===== src/rtl/seq_gen_pkg.sv =====
// Shared constants, index type and code decode for the cyclic sequence generator.
// Codes cycle 000 -> 010 -> 011 -> 101 and back to 000.
package seq_gen_pkg;

  localparam int SEQ_W = 3;

  localparam logic [SEQ_W-1:0] SEQ0 = 3'b000;
  localparam logic [SEQ_W-1:0] SEQ1 = 3'b010;
  localparam logic [SEQ_W-1:0] SEQ2 = 3'b011;
  localparam logic [SEQ_W-1:0] SEQ3 = 3'b101;

  typedef enum logic [1:0] {
    S0 = 2'd0,
    S1 = 2'd1,
    S2 = 2'd2,
    S3 = 2'd3
  } idx_t;

  function automatic logic [SEQ_W-1:0] code_of(idx_t i);
    logic [SEQ_W-1:0] c;
    c = SEQ0;
    case (i)
      S0: c = SEQ0;
      S1: c = SEQ1;
      S2: c = SEQ2;
      S3: c = SEQ3;
      default: c = SEQ0;
    endcase
    return c;
  endfunction

endpackage


===== src/rtl/seq_gen_ctr.sv =====
// Modulo-4 index counter with async active-high reset and sync clear.
// Ports: clk, rst (async, high), clr (sync to 0), idx (2-bit index).
module seq_gen_ctr
  import seq_gen_pkg::*;
(
  input  logic       clk,
  input  logic       rst,
  input  logic       clr,
  output logic [1:0] idx
);

  always_ff @(posedge clk or posedge rst) begin
    if (rst) begin
      idx <= 2'd0;
    end else if (clr) begin
      idx <= 2'd0;
    end else begin
      idx <= idx + 2'd1;
    end
  end

endmodule


===== src/rtl/test.sv =====
// Free-running 4-state code generator: out cycles 000,010,011,101.
// Ports: clk, rst (async, high), out (3-bit registered code).
module test
  import seq_gen_pkg::*;
(
  input  logic             clk,
  input  logic             rst,
  output logic [SEQ_W-1:0] out
);

  logic [1:0] idx;
  logic [1:0] idx_nxt;
  logic       bad;

  assign idx_nxt = idx + 2'd1;

  // out must always equal the decode of idx; any disagreement
  // (e.g. an upset code) resyncs both registers to the first code.
  assign bad = (out != code_of(idx_t'(idx)));

  seq_gen_ctr u_ctr (
    .clk (clk),
    .rst (rst),
    .clr (bad),
    .idx (idx)
  );

  always_ff @(posedge clk or posedge rst) begin
    if (rst) begin
      out <= SEQ0;
    end else if (bad) begin
      out <= SEQ0;
    end else begin
      out <= code_of(idx_t'(idx_nxt));
    end
  end

endmodule


===== config.mk =====
export PLATFORM = sky130hd
export DESIGN_NAME = test
export DESIGN_NICKNAME = d
export VERILOG_FILES = /design/src/rtl/seq_gen_pkg.sv /design/src/rtl/seq_gen_ctr.sv /design/src/rtl/test.sv
export SDC_FILE = /design/constraint.sdc
export NUM_CORES = 1
export LEC_CHECK = 0
export ABC_AREA = 1
export CELL_PAD_IN_SITES_DETAIL_PLACEMENT = 1
export CELL_PAD_IN_SITES_GLOBAL_PLACEMENT = 1
export CORE_AREA = 2 2 39 41
export DETAILED_ROUTE_END_ITERATION = 16
export DIE_AREA = 0 0 41 43
export PLACE_DENSITY_LB_ADDON = 0.1
export SLEW_MARGIN = 20
export SYNTH_ARGS = -nofsm -noshare
export SYNTH_HDL_FRONTEND = slang
export SYNTH_SLANG_ARGS = --single-unit
export TNS_END_PERCENT = 30

===== constraint.sdc =====
create_clock -name clk -period 1.6 [get_ports clk]
set_clock_uncertainty 0.05 [all_clocks]
set_input_delay 0.16 -clock clk [delete_from_list [all_inputs] [get_ports clk]]
set_output_delay 0.16 -clock clk [all_outputs]
set_load 0.03 [all_outputs]

==> results.json <==
{
  "status": "completed",
  "yosys-top-cells-area": "sky130_fd_sc_hd__dfrtp_1 (42%), sky130_fd_sc_hd__ha_1 (17%), sky130_fd_sc_hd__inv_1 (13%), sky130_fd_sc_hd__nand2_1 (11%), sky130_fd_sc_hd__nor2_1 (6.3%)",
  "fin_area_sq_um": 387,
  "grt_setup_unrepaired": "no",
  "nFillCells": 169,
  "clk_root_buffer_cell": "sky130_fd_sc_hd__clkbuf_4",
  "wl_um": 671,
  "drtAntennaViolNets": 0,
  "tritoncts_num_sinks": 5,
  "finish_stage_setup_viols": 0,
  "placementRows": 14,
  "synth.cells.most_frequent": "sky130_fd_sc_hd__inv_1 (10), sky130_fd_sc_hd__nand2_1 (9), sky130_fd_sc_hd__dfrtp_1 (5), sky130_fd_sc_hd__nor2_1 (5), sky130_fd_sc_hd__ha_1 (4)",
  "p_total_uw": 281,
  "die-area_sq_um": 1760,
  "ios": 5,
  "remaining_drc_errors": 0,
  "coreArea_sq_um": 1380,
  "cts_tree": "yes",
  "ir_worst_vdd_mv": 0.301,
  "register_area_sq_um": 125,
  "yosys_most_used_dff": "sky130_fd_sc_hd__dfrtp_1",
  "post_synth_instance_area_sq_um": 300,
  "critical_path.cell_chain": "clkdlybuf4s50_1",
  "clkLatencyLatePin_ps": 250,
  "layout-drive-gt1-share": 0.128,
  "post-synth-top-area-cell": "sky130_fd_sc_hd__dfrtp_1",
  "gr_usage_total": 0.101,
  "post_drt_wl_per_cell_um": 10.7,
  "layout.nets": 54,
  "worstSetupStartpointType": "flip-flop",
  "cts.hold.buffers_added": 0,
  "syn-num-nets": 45,
  "place_worst_setup_slack_ps": 113,
  "worst_slack_ps": 83.3,
  "slew_violations": 0,
  "ctsLongestPathBuffers": 2,
  "routed_via_density": 4.00,
  "grt_antenna_before_repair": 0,
  "timing.critical_path.buf_inv": 1,
  "tightestPinTransition_ps": 305,
  "syn-instance-count": 39,
  "clk_pin_slew_worst_paths_ps": 50,
  "timing.slew.headroom": 0.796,
  "layout_worst_path_cycle_share": 0.948,
  "fin_worst_hold_slack_ps": 63.2,
  "place.detailed.hpwl_um": 575,
  "postSynthRegisterBits": 5,
  "power.leakage_nw": 0.216,
  "synth_seq_area_share": 0.417,
  "grt_first_pass_wirelength_um": 1080,
  "critPathMaxStageDelay_ps": 680,
  "syn-mean-instance-area_sq_um": 7.70,
  "synth_most_common_cell": "sky130_fd_sc_hd__inv_1",
  "num_vias": 252,
  "critPathArrivalTime_ps": 1310,
  "cts.htree.levels": 1,
  "multiInputGateArea_sq_um": 134,
  "synth_largest_type_area_fraction": 0.417,
  "overflow_left_after_global_routing": 0,
  "total_of_max_cap_violations": 0,
  "final-hold-violation-count": 0,
  "p_per_area_nw_per_um2": 727,
  "path_delay_family": "buffers and inverters",
  "crit_path_end_kind": "primary output",
  "yosys_synthesis_warning_count": 0,
  "synth_enable_flop_cells": 0,
  "hold_path_class": "in -> async",
  "period_minus_slack_ps": 1520,
  "placed_cell_area_sq_um": 360,
  "cts_resized": 0,
  "synth.distinct_cells": 11,
  "timing.fmax_mhz": 659,
  "cp_slowest_cell": "sky130_fd_sc_hd__clkdlybuf4s50_1",
  "r2r_cells": 8,
  "drt_pre_antenna_iters": 1,
  "postCtsSetupRepairBufs": 0,
  "syn2layout_area_growth_pct": 28.8,
  "fin_tns_setup_ps": 0,
  "first_iter_violations": 0,
  "cts_made_buffers": 3,
  "place.gp.congestion": 0.619,
  "grt_pass1_vias": 268,
  "die_width_um": 41,
  "synthArstFlopShare": 1.00,
  "required_ps": 1390,
  "count_of_input_and_output_buffers": 4,
  "timing.critical_path.depth": 1,
  "crit_fanout": 3,
  "grt_start_max_net_pins": 6,
  "chipHeight_um": 43,
  "antennaDiodeCount": 0,
  "reg2reg_setup_slack_ps": 140,
  "start_util": 0.217,
  "timing.setup.critical_path_class": "reg -> out"
}
cell families (layout without fill, tap and decap cells):
group,after synthesis,in the layout,share of synthesized area
adders and majority gates,4,4,0.167
DFF,5,5,0.417
AOI/OAI and AO/OA,1,1,0.0167
and+or+nand+nor,17,17,0.233
xor gates and xnor gates,1,1,0.0292
buffers and inverters,11,19,0.138
power breakdown:
part | switching, mW | internal [mW] | leakage (nW)
registers | 0 | 0.127 | 0.0612
clock network | 0.0549 | 0.0945 | 0.0150
logic | 0.00254 | 0.00229 | 0.139
total | 0.0575 | 0.224 | 0.216
path summary, 6_finish.rpt:
check,startpoint,to
max,out[0],out[0]
min,rst,out[0]
max reg2reg,u_ctr.idx[0],out[2]
min reg2reg,u_ctr.idx[0],u_ctr.idx[0]
max in group asynchronous,rst,u_ctr.idx[1]
min in group clk,u_ctr.idx[0],u_ctr.idx[0]
metrics by stage:
stage,utilization,instances
after floorplan,-,39
after global placement,0.260,59
after detailed placement,0.260,59
after CTS,0.279,63
after global routing,0.279,63
final,0.279,63
registers in the layout (all words and copies together), names as in the netlist:
register and flops:
out 3, u_ctr.idx 2
cells in the final DEF (no fill, tap or decap):
master,instances
sky130_fd_sc_hd__dfrtp_1,5
sky130_fd_sc_hd__inv_2,1
sky130_fd_sc_hd__nor2_1,5
sky130_fd_sc_hd__o21ai_0,1
sky130_fd_sc_hd__ha_1,4
sky130_fd_sc_hd__clkbuf_4,3
sky130_fd_sc_hd__clkbuf_1,1
sky130_fd_sc_hd__nand2_1,9
sky130_fd_sc_hd__inv_1,10
sky130_fd_sc_hd__nand3_1,1
sky130_fd_sc_hd__nor2_2,1
sky130_fd_sc_hd__clkdlybuf4s50_1,4
sky130_fd_sc_hd__nand2_2,1
sky130_fd_sc_hd__xor2_1,1
cell type report:
class | instances | area share
clock buffers | 4 | 0.0680
flip-flops and latches | 5 | 0.324
multi-input cells | 23 | 0.346
well taps | 16 | 0.0518
inverters | 11 | 0.107
repair buffers | 4 | 0.104
routing by layer:
layer / vias up / global-route usage / wire length (um)
met5: - / 0 / 0
met4: 0 / 0.100 / 25
met3: 4 / 0.0314 / 27
met2: 6 / 0.153 / 370
met1: 117 / 0.0984 / 249
li1: 125 / - / -
Power figures use the tool's default switching activity.
